File: src/rtl/matrix_pkg.sv
// rtl/matrix_pkg.sv - shared matrix framing constants and receive state type
package matrix_pkg;

    localparam int N_ROWS_DEF = 32;
    localparam int N_COLS_DEF = 32;

    localparam logic [1:0] PREAMBLE_DIBIT = 2'b01;
    localparam logic [1:0] SFD_LAST_DIBIT = 2'b11;

    typedef enum logic [1:0] {
        IDLE,
        PREAMBLE,
        PAYLOAD,
        DRAIN
    } matrix_state_t;

endpackage

File: src/rtl/rmii_byte_assembler.sv
// rtl/rmii_byte_assembler.sv - RMII dibit to byte assembler, LSB-first, with clear
module rmii_byte_assembler (
    input  logic       clk,
    input  logic       rst_n,
    input  logic       clear,
    input  logic       dibit_tvalid,
    input  logic [1:0] dibit_tdata,
    output logic       byte_tvalid,
    output logic [7:0] byte_tdata
);

    logic [1:0] dibit_cnt;
    logic [5:0] low_bits;

    // The byte is presented combinationally on the 4th dibit so the caller can register it.
    assign byte_tvalid = dibit_tvalid && (dibit_cnt == 2'd3);
    assign byte_tdata  = {dibit_tdata, low_bits};

    always_ff @(posedge clk) begin
        if (!rst_n || clear) begin
            dibit_cnt <= 2'd0;
            low_bits  <= 6'd0;
        end else if (dibit_tvalid) begin
            dibit_cnt <= dibit_cnt + 2'd1;
            low_bits  <= {dibit_tdata, low_bits[5:2]};
        end
    end

endmodule

File: src/rtl/matrix_decompiler.sv
// rtl/matrix_decompiler.sv - RMII frame receiver emitting matrix elements in row-major order
module matrix_decompiler
    import matrix_pkg::*;
#(
    parameter int N_ROWS       = N_ROWS_DEF,
    parameter int N_COLS       = N_COLS_DEF,
    parameter int MIN_PREAMBLE = 8
) (
    input  logic                      eth_refclk,
    input  logic                      rst_n,
    input  logic                      crsdv,
    input  logic [1:0]                rxd,
    output logic                      valid_data_out,
    output logic [$clog2(N_ROWS)-1:0] row_addr,
    output logic [$clog2(N_COLS)-1:0] col_addr,
    output logic [7:0]                matrix_element,
    output logic                      frame_done,
    output logic                      frame_error
);

    localparam int RW = $clog2(N_ROWS);
    localparam int CW = $clog2(N_COLS);
    localparam int PW = $clog2(MIN_PREAMBLE + 1);

    localparam logic [RW-1:0] LAST_ROW = RW'(N_ROWS - 1);
    localparam logic [CW-1:0] LAST_COL = CW'(N_COLS - 1);
    localparam logic [RW-1:0] ROW_ONE  = RW'(1);
    localparam logic [CW-1:0] COL_ONE  = CW'(1);
    localparam logic [PW-1:0] PRE_MIN  = PW'(MIN_PREAMBLE);
    localparam logic [PW-1:0] PRE_ONE  = PW'(1);

    matrix_state_t state;
    logic [PW-1:0] pre_cnt;
    logic [RW-1:0] row_cnt;
    logic [CW-1:0] col_cnt;
    logic          in_payload;
    logic          byte_tvalid;
    logic [7:0]    byte_tdata;

    assign in_payload = (state == PAYLOAD);

    // Held in clear outside PAYLOAD, so every frame and every abort starts on a byte boundary.
    rmii_byte_assembler u_byte_assembler (
        .clk          (eth_refclk),
        .rst_n        (rst_n),
        .clear        (!in_payload),
        .dibit_tvalid (in_payload && crsdv),
        .dibit_tdata  (rxd),
        .byte_tvalid  (byte_tvalid),
        .byte_tdata   (byte_tdata)
    );

    always_ff @(posedge eth_refclk) begin
        if (!rst_n) begin
            state          <= IDLE;
            pre_cnt        <= '0;
            row_cnt        <= '0;
            col_cnt        <= '0;
            row_addr       <= '0;
            col_addr       <= '0;
            matrix_element <= '0;
            valid_data_out <= 1'b0;
            frame_done     <= 1'b0;
            frame_error    <= 1'b0;
        end else begin
            valid_data_out <= 1'b0;
            frame_done     <= 1'b0;
            frame_error    <= 1'b0;
            case (state)
                IDLE: begin
                    if (crsdv && rxd == PREAMBLE_DIBIT) begin
                        pre_cnt <= PRE_ONE;
                        state   <= PREAMBLE;
                    end
                end
                PREAMBLE: begin
                    if (!crsdv) begin
                        state <= IDLE;
                    end else if (rxd == PREAMBLE_DIBIT) begin
                        if (pre_cnt < PRE_MIN) pre_cnt <= pre_cnt + PRE_ONE;
                    end else if (rxd == SFD_LAST_DIBIT && pre_cnt >= PRE_MIN) begin
                        row_cnt <= '0;
                        col_cnt <= '0;
                        state   <= PAYLOAD;
                    end else begin
                        state <= DRAIN;
                    end
                end
                PAYLOAD: begin
                    if (!crsdv) begin
                        frame_error <= 1'b1;
                        state       <= IDLE;
                    end else if (byte_tvalid) begin
                        valid_data_out <= 1'b1;
                        matrix_element <= byte_tdata;
                        row_addr       <= row_cnt;
                        col_addr       <= col_cnt;
                        if (col_cnt == LAST_COL) begin
                            col_cnt <= '0;
                            if (row_cnt == LAST_ROW) begin
                                frame_done <= 1'b1;
                                state      <= DRAIN;
                            end else begin
                                row_cnt <= row_cnt + ROW_ONE;
                            end
                        end else begin
                            col_cnt <= col_cnt + COL_ONE;
                        end
                    end
                end
                DRAIN: begin
                    if (!crsdv) state <= IDLE;
                end
                default: state <= IDLE;
            endcase
        end
    end

endmodule
File: config.mk
export PLATFORM = sky130hd
export DESIGN_NAME = matrix_decompiler
export DESIGN_NICKNAME = d
export VERILOG_FILES = /design/src/rtl/matrix_pkg.sv /design/src/rtl/rmii_byte_assembler.sv /design/src/rtl/matrix_decompiler.sv
export SDC_FILE = /design/constraint.sdc
export NUM_CORES = 1
export LEC_CHECK = 0
export CAP_MARGIN = 20
export CORE_MARGIN = 4
export CORE_UTILIZATION = 45
export DETAILED_ROUTE_END_ITERATION = 16
export MAX_ROUTING_LAYER = met4
export PLACE_DENSITY = 0.68
export SYNTH_ARGS = -nofsm -noshare
export SYNTH_HDL_FRONTEND = slang
export SYNTH_SLANG_ARGS = --single-unit
export TNS_END_PERCENT = 100
File: constraint.sdc
create_clock -name eth_refclk -period 5.2 [get_ports eth_refclk]
set_clock_uncertainty 0.15 [all_clocks]
set_input_delay 0.52 -clock eth_refclk [delete_from_list [all_inputs] [get_ports eth_refclk]]
set_output_delay 0.52 -clock eth_refclk [all_outputs]
set_load 0.05 [all_outputs]
==> results of run 1 <==
## state kept, by name (all words and copies together), names as in the netlist
register,cells
state,2
pre_cnt,4
col_cnt,5
valid_data_out,1
matrix_element,8
u_byte_assembler.dibit_cnt,2
row_addr,5
frame_done,1
u_byte_assembler.low_bits,6
frame_error,1
row_cnt,5
col_addr,5
## through the flow
| step | instances | cell area, um2 | worst slack, ns | utilization (%) |
|---|---|---|---|---|
| floorplan | 213 | 1911 | 3.432 | - |
| global placement | 279 | 2180 | 2.116 | 53.72 |
| detailed placement | 279 | 2180 | 2.002 | 53.72 |
| CTS | 287 | 2262 | 2.340 | 55.75 |
| global route | 287 | 2262 | 2.092 | 55.75 |
| finish | 287 | 2262 | 2.344 | 55.75 |
## cell usage in the layout, fill, tap and decap left out, drive strengths merged
cell,netlist,routed
dfxtp,45,45
nand2,44,44
clkdlybuf4s50,0,25
a21boi,24,24
nor2,13,13
a21oi,10,10
o21ai,7,7
mux2i,7,7
ha,7,7
clkbuf,4,6
nand3,5,5
nand2b,5,5
nor2b,5,5
and3,3,3
nor4,3,3
nand3b,3,3
inv,2,2
a31oi,2,2
nor3,2,2
nand4bb,2,2
nor3b,2,2
clkinv,0,2
buf,7,2
a41oi,2,2
nand4b,1,1
and3b,1,1
and4b,1,1
nand4,1,1
o2bb2ai,1,1
o21a,1,1
and2,1,1
xnor2,1,1
a2bb2oi,1,1
## final cells by class
| cell class | count | area (um2) |
|---|---|---|
| Clock buffer | 6 | 72.57 |
| Clock inverter | 2 | 10.01 |
| Fill cell | 398 | 1795 |
| Inverter | 2 | 7.507 |
| Multi-Input combinational cell | 155 | 943.4 |
| Sequential cell | 45 | 900.9 |
| Tap cell | 50 | 62.56 |
| Timing Repair Buffer | 27 | 265.3 |
## metal layers
layer	GRT usage [%]	vias to the layer above	share of wire (%)
met5	-	-	0
li1	-	784	-
met1	19.43	689	49
met2	23.04	26	44
met3	3.719	8	4.3
met4	7.992	0	2.2
## worst max-delay path, stage by stage
cell and delay, ns:
clkdlybuf4s50_1 0.89, and4b_1 0.80, a41oi_2 0.25, nand4bb_1 0.30, a21boi_0 0.17
## path summary, 6_finish.rpt
path	to	cells after the start	slack (ns)	start
max	col_cnt[2]	5	2.34	crsdv
min	col_addr[3]	2	0.31	col_addr[3]
max reg2reg	col_cnt[2]	5	3.00	u_byte_assembler.dibit_cnt[0]
min reg2reg	col_addr[3]	2	0.31	col_addr[3]
## cells by family (layout without fill, tap and decap cells)
| group | Yosys count | count (layout) | synth area share, % |
|---|---|---|---|
| AO/OA/AOI/OAI | 48 | 48 | 17.16 |
| buffers and inverters | 13 | 37 | 3.471 |
| multiplexers | 7 | 7 | 3.667 |
| adder cells (fa/ha/maj) | 7 | 7 | 4.584 |
| AND/OR/NAND/NOR | 92 | 92 | 23.51 |
| XOR/XNOR | 1 | 1 | 0.4585 |
| flip-flops | 45 | 45 | 47.15 |
## power breakdown
group	switching, uW	internal [uW]	leakage [uW]
clock network	112	93.1	0.0000450
registers	1.41	345	0.000362
logic	10.5	9.90	0.000393
total	124	448	0.000801
==> impl_metrics.json, run 1 <==
{
  "hold_viol": 0,
  "ys_ff_latch": 45,
  "yosys.area.top_type_share_pct": 47.15,
  "antenna_found_initial": 0,
  "htreeDepth": 2,
  "io_pins": 26,
  "hp-class": "register to register",
  "crit_type": "input pin to register",
  "wl_per_cell_um": 12.65,
  "cts_sinks": 45,
  "first_iter_violations": 108,
  "rows": 23,
  "rsz0062_at_grt": "no",
  "powerDensity_mw_per_mm2": 252.9,
  "drtAntennaViolNets": 0,
  "min_period_ns": 2.856,
  "worstMarginPinSlew_ns": 0.7402,
  "coreArea_mm2": 0.004058,
  "die_h_um": 73.16,
  "cts_hold_buf": 0,
  "finalPower_uw": 572.0,
  "synthTopCellsByArea": "dfxtp_1 (47%), nand2_1 (8.6%), a21boi_0 (8.3%)",
  "dieArea_mm2": 0.005352,
  "ir_drop_v": 0.0001753,
  "p_leak_uw": 0.0008005,
  "overflow": 0,
  "dr.pass1.iters": 4,
  "cp-end-kind": "register",
  "clk_pin_slew_ns": 0.08,
  "port_buffers": 25,
  "grt_pass1_wl_mm": 6.244,
  "start_util_pct": 47.09,
  "async_flop_share_pct": 0,
  "drt_wl_total_mm": 3.630,
  "synth_nets": 225,
  "crit_fanout": 20,
  "yosys-top-cells-count": "dfxtp_1 (45), nand2_1 (44), a21boi_0 (21)",
  "arrival_ns": 2.93,
  "synth_cell_types": 35,
  "cts_resized": 0,
  "vias_per_cell": 5.251,
  "numCtsBuffers": 5,
  "cts_buffer_depth": 2,
  "root_buffer": "clkbuf_8",
  "track_usage_pct": 15.51,
  "synth_top_flop_cell": "dfxtp_1",
  "netlist_instances": 213,
  "netlist_area_mm2": 0.001911,
  "syn2layout_area_growth_pct": 18.40,
  "synth_warnings": 0,
  "num_antenna_cells": 0,
  "required_ns": 5.28,
  "post-route-period-util_pct": 54.92,
  "worst_hold_slack_ns": 0.3135,
  "setup_viol": 0,
  "layout-drive-gt1-share_pct": 4.219,
  "dpl.hpwl_mm": 2.401,
  "vias": 1507,
  "place_congestion": 0.7882,
  "avgSynthCellArea_um2": 8.970,
  "drc": 0,
  "ys_seq_area_share_pct": 47.15,
  "tns_ns": 0,
  "die_x_um": 73.16,
  "slew_headroom_pct": 50.62,
  "outcome": "finished clean",
  "post-cts-setup-buffers": 0,
  "cts_tree": "done",
  "max-cap-violations": 0,
  "crit_path_start_kind": "input pin",
  "final_net_count": 248,
  "grt_max_degree": 40,
  "grt_pass1_vias": 1376,
  "clkLatencyLatePin_ns": 0.30,
  "fmax_mhz": 350.2,
  "synth_area_leader_cell": "dfxtp_1",
  "synth_edf_count": 0,
  "yosysMostFrequentCell": "dfxtp_1",
  "slew_viol_final": 0
}
No activity file was read; power rests on OpenSTA's default activity.
==> run 2: changes to the inputs <==
--- a/config.mk
+++ b/config.mk
@@ -10,7 +10,7 @@
 export CORE_UTILIZATION = 45
 export DETAILED_ROUTE_END_ITERATION = 16
 export MAX_ROUTING_LAYER = met4
-export PLACE_DENSITY = 0.68
+export PLACE_DENSITY = 0.7
 export SYNTH_ARGS = -nofsm -noshare
 export SYNTH_HDL_FRONTEND = slang
 export SYNTH_SLANG_ARGS = --single-unit
==> constraint.sdc (replaced) <==
create_clock -name eth_refclk -period 2.6 [get_ports eth_refclk]
set_clock_uncertainty 0.15 [all_clocks]
set_input_delay 0.26 -clock eth_refclk [delete_from_list [all_inputs] [get_ports eth_refclk]]
set_output_delay 0.26 -clock eth_refclk [all_outputs]
set_load 0.05 [all_outputs]
==> run 2 against run 1 <==
Compared with the run above:
- register-to-register slack lost 2.4 ns
- design area is 1.9% higher
- non-clock buffer count rose by 4
- critical endpoint is now row_cnt[2]
- largest power group unchanged
- highest routed layer unchanged
==> impl_metrics.json, run 2 (same netlist as run 1, synthesis figures left out) <==
{
  "hold_viol": 0,
  "layout-drive-gt1-share_pct": 6.224,
  "min_period_ns": 2.006,
  "cts_sinks": 45,
  "slowest_stage": "dfxtp_1",
  "hold_start": "matrix_element[6]",
  "overflow": 0,
  "drt_wl_total_mm": 3.690,
  "die_h_um": 73.16,
  "numCtsBuffers": 5,
  "ir_drop_v": 0.0003117,
  "crit_chain": "ha_1, and3_1, ha_1, nand2b_1, nor3_1, nand3b_1, a21boi_1",
  "crit_type": "register to register",
  "clkLatencyLatePin_ns": 0.30,
  "tns_ns": 0,
  "finalPower_uw": 1195,
  "setup_viol": 0,
  "worstMarginPinSlew_ns": 0.5042,
  "syn2layout_area_growth_pct": 20.63,
  "root_buffer": "clkbuf_8",
  "path_depth": 7,
  "dr.pass1.iters": 4,
  "hold_end": "matrix_element[6]",
  "antenna_found_initial": 0,
  "grt_max_degree": 21,
  "vias_per_cell": 5.134,
  "cp_top_family": "simple AND/OR/NAND/NOR gates",
  "largest_register_ffs": 8,
  "slew_headroom_pct": 66.28,
  "final_net_count": 252,
  "port_buffers": 25,
  "place_congestion": 0.8572,
  "post-cts-setup-buffers": 0,
  "first_iter_violations": 69,
  "arrival_ns": 2.09,
  "hp-class": "register to register",
  "coreArea_mm2": 0.004058,
  "rows": 23,
  "wl_per_cell_um": 12.68,
  "rsz0062_at_grt": "no",
  "cts_resized": 0,
  "slew_viol_final": 0,
  "outcome": "finished clean",
  "die_x_um": 73.16,
  "post-route-period-util_pct": 77.15,
  "ff2ff_setup_slack_ns": 0.59,
  "p_leak_uw": 0.0008250,
  "grt_pass1_wl_mm": 6.492,
  "crit_top_cell": "ha_1",
  "crit_path_start_kind": "register",
  "finalCoreUtilization_pct": 56.80,
  "max-cap-violations": 0,
  "fmax_mhz": 498.5,
  "clk_pin_slew_ns": 0.09,
  "cts_tree": "done",
  "track_usage_pct": 15.90,
  "mostFrequentLayoutCell": "dfxtp_1",
  "cts_hold_buf": 0,
  "drtAntennaViolNets": 0,
  "max_stage_delay_ns": 0.40,
  "top_register": "matrix_element",
  "htreeDepth": 2,
  "cts_buffer_depth": 2,
  "io_pins": 26,
  "num_antenna_cells": 0,
  "critical_path_buf_inv_count": 0,
  "powerDensity_mw_per_mm2": 518.6,
  "reg2reg_from": "col_cnt[0]",
  "required_ns": 2.69,
  "crit_fanout": 8,
  "grt_pass1_vias": 1446,
  "start_util_pct": 47.09,
  "r2r_end": "row_cnt[2]",
  "top_regs": "matrix_element (8), u_byte_assembler.low_bits (6)",
  "vias": 1494,
  "drc": 0,
  "cp-end-kind": "register",
  "dieArea_mm2": 0.005352,
  "layout_common_cells": "dfxtp_1 (45), nand2_1 (44), clkdlybuf4s50_1 (25)",
  "holdPathStages": 2,
  "r2r_cells": 7,
  "dpl.hpwl_mm": 2.629
}
## run 2: changes by cell type in the layout (fill, tap and decap cells not counted), sizes merged
cell,delta
buf,+4
clkinv,-2
clkbuf,-1
inv,+3
## run 2: per-stage QoR
step,setup slack [ns],std cells,instance area (um2),hold slack (ns)
after global routing,0.3802,291,2305,0.3281
after CTS,0.5951,291,2305,0.3205
final,0.5941,291,2305,0.3160
after global placement,0.5761,283,2210,0.3002
after floorplan,0.8319,213,1911,0.2472
after detailed placement,0.5616,283,2210,0.3077
## run 2: worst max-delay path by stage
| stage | from | endpoint | slack [ns] |
|---|---|---|---|
| finish | col_cnt[0] | row_cnt[2] | 0.59 |
| CTS | col_cnt[0] | row_cnt[2] | 0.60 |
| global placement | rxd[0] | row_cnt[4] | 0.58 |
| floorplan | row_cnt[0] | row_cnt[2] | 0.83 |
| global route | col_cnt[0] | row_cnt[0] | 0.38 |
| detailed placement | rxd[0] | row_cnt[1] | 0.56 |
## run 2: metal layers
metal	track usage [%]	wire (um)	vias up
li1	-	-	790
met1	20.09	1809	676
met2	24.43	1699	21
met3	3.857	128	7
met4	6.148	53	0
met5	-	0	-
## run 2: area by class of cell
type | instances | area [um2]
Inverter | 2 | 7.507
Sequential cell | 45 | 900.9
Clock buffer | 5 | 68.82
Clock inverter | 3 | 26.28
Timing Repair Buffer | 31 | 295.3
Multi-Input combinational cell | 155 | 943.4
Tap cell | 50 | 62.56
Fill cell | 385 | 1753
## run 2: worst register-to-register path: cells and delay by family (launching register included)
| family | cells | cell delay (ns) |
|---|---|---|
| AO/OA/AOI/OAI | 1 | 0.14 |
| adder cells (fa/ha/maj) | 2 | 0.53 |
| flip-flops | 1 | 0.40 |
| AND/OR/NAND/NOR | 4 | 0.72 |
## run 2: power by group
part / leakage (uW) / total, uW / switching [uW] / internal, uW
combinational: 0.000413 / 44.4 / 21.9 / 22.4
sequential: 0.000362 / 693 / 3.02 / 690
clock: 0.0000495 / 458 / 258 / 200
==> run 3: changes to the inputs <==
--- a/config.mk
+++ b/config.mk
@@ -10,7 +10,7 @@
 export CORE_UTILIZATION = 45
 export DETAILED_ROUTE_END_ITERATION = 16
 export MAX_ROUTING_LAYER = met4
-export PLACE_DENSITY = 0.7
+export PLACE_DENSITY = 0.68
 export SYNTH_ARGS = -nofsm -noshare
 export SYNTH_HDL_FRONTEND = slang
 export SYNTH_SLANG_ARGS = --single-unit
==> constraint.sdc (replaced) <==
create_clock -name eth_refclk -period 1.9 [get_ports eth_refclk]
set_clock_uncertainty 0.15 [all_clocks]
set_input_delay 0.19 -clock eth_refclk [delete_from_list [all_inputs] [get_ports eth_refclk]]
set_output_delay 0.19 -clock eth_refclk [all_outputs]
set_load 0.05 [all_outputs]
==> run 3 against run 2 <==
Compared with the run above:
- design area grew 5.2%
- highest routed layer unchanged
- clock power is 27% higher
- first-iteration DRC count up 52%
==> impl_metrics.json, run 3 (same netlist as run 1, synthesis figures left out) <==
{
  "rows": 23,
  "dieArea_mm2": 0.005352,
  "start_util_pct": 47.09,
  "htreeDepth": 2,
  "hold_viol": 0,
  "hp-class": "register to register",
  "cts_sinks": 45,
  "die_h_um": 73.16,
  "num_antenna_cells": 0,
  "p_leak_uw": 0.0008578,
  "cts_tree": "done",
  "setup_viol": 0,
  "grt_pass1_wl_mm": 6.603,
  "slew_viol_final": 0,
  "clk_pin_slew_ns": 0.08,
  "max-cap-violations": 0,
  "layout_common_cells": "nand2_1 (44), dfxtp_1 (44), clkdlybuf4s50_1 (25)",
  "place_ws_ns": -0.003825,
  "drc": 0,
  "min_period_ns": 1.805,
  "crit_fanout": 5,
  "powerDensity_mw_per_mm2": 659.8,
  "layout-drive-gt1-share_pct": 12.00,
  "port_buffers": 25,
  "cp-end-kind": "register",
  "r2r_end": "col_cnt[0]",
  "first_iter_violations": 105,
  "io_pins": 26,
  "final_net_count": 261,
  "critical_path_buf_inv_count": 1,
  "place_inst": 292,
  "top_regs": "matrix_element (8), u_byte_assembler.low_bits (6)",
  "place_congestion": 0.8051,
  "crit_type": "register to register",
  "fillers": 393,
  "grt_pass1_vias": 1460,
  "track_usage_pct": 16.42,
  "vias_per_cell": 5.237,
  "hold_start": "matrix_element[1]",
  "r2r_cells": 7,
  "reg2reg_from": "col_cnt[0]",
  "worstMarginPinSlew_ns": 0.5001,
  "vias": 1571,
  "largest_register_ffs": 8,
  "slew_headroom_pct": 66.55,
  "dr.pass1.iters": 4,
  "syn2layout_area_growth_pct": 26.85,
  "ir_drop_v": 0.0003536,
  "required_ns": 1.99,
  "wl_per_cell_um": 12.86,
  "root_buffer": "clkbuf_8",
  "ff2ff_setup_slack_ns": 0.09,
  "slowest_stage": "dfxtp_1",
  "clkLatencyLatePin_ns": 0.30,
  "grt_max_degree": 40,
  "cp_top_family": "simple AND/OR/NAND/NOR gates",
  "antenna_found_initial": 0,
  "dpl.hpwl_mm": 2.585,
  "drt_wl_total_mm": 3.859,
  "top_register": "matrix_element",
  "max_stage_delay_ns": 0.33,
  "cts_buffer_depth": 2,
  "crit_chain": "ha_1, and3_1, ha_4, buf_4, nor4_1, a21oi_1, nor2b_1",
  "coreArea_mm2": 0.004058,
  "crit_path_start": "col_cnt[0]",
  "numCtsBuffers": 5,
  "drtAntennaViolNets": 0,
  "overflow": 0,
  "hold_end": "matrix_element[1]",
  "post-route-period-util_pct": 95.01,
  "die_x_um": 73.16,
  "arrival_ns": 1.90,
  "holdPathStages": 2,
  "crit_path_start_kind": "register",
  "fin_ws_ns": 0.09476,
  "outcome": "finished clean",
  "fmax_mhz": 553.9,
  "final_cells": 300
}
run 3: cell count changes in the layout (fill, tap and decap cells not counted), sizes merged:
cell,delta
clkinvlp,+1
inv,-3
buf,+9
clkbuf,+2
run 3: through the flow:
step                utilization, %  setup TNS (ns)  power, uW  hold slack, ns  cell area (um2)
finish                       59.73               0       1599          0.3129             2424
global route                 59.73       -0.005493       1664          0.3311             2424
CTS                          58.56               0       1614          0.3170             2376
detailed placement           56.43        -0.01185       1037          0.3055             2290
global placement             56.43               0       1037          0.3007             2290
floorplan                        -               0       1007          0.1772             1911
run 3: area by class of cell:
cell class / instances / area (um2) / area share [%]
Tap cell: 50 / 62.56 / 2.581
Clock inverter: 1 / 7.507 / 0.3098
Timing Repair Buffer: 40 / 375.4 / 15.49
Sequential cell: 45 / 902.1 / 37.22
Inverter: 2 / 7.507 / 0.3098
Multi-Input combinational cell: 155 / 992.2 / 40.94
Clock buffer: 7 / 76.32 / 3.149
run 3: tightest hold or removal path: stages (launching register included):
cell      delay (ns)
dfxtp_1         0.31
nand2_1         0.04
a21boi_0        0.06
run 3: metal layers:
layer,track usage [%],vias to the layer above,wire length (um)
met3,4.132,6,228
met4,8.197,0,68
met1,20.80,716,1840
met5,-,-,0
li1,-,809,-
met2,24.13,40,1722
run 3: worst max path at each step:
stage	to	cells after the start
after floorplan	row_cnt[2]	7
after global placement	row_cnt[1]	5
after detailed placement	row_cnt[4]	5
after CTS	row_cnt[3]	7
after global routing	row_cnt[2]	8
final	col_cnt[0]	7
run 3: repair_timing:
item,4_1_cts,5_1_grt
resized for setup,1,11
buffers inserted,0,0
hold buffers,0,0
endpoints found under the setup margin,1,9
cloned,0,0
run 3: where the power goes:
part | switching, uW | internal [uW]
Sequential | 2.23 | 944
Combinational | 34.1 | 35.7
Clock | 322 | 261
Total | 359 | 1240
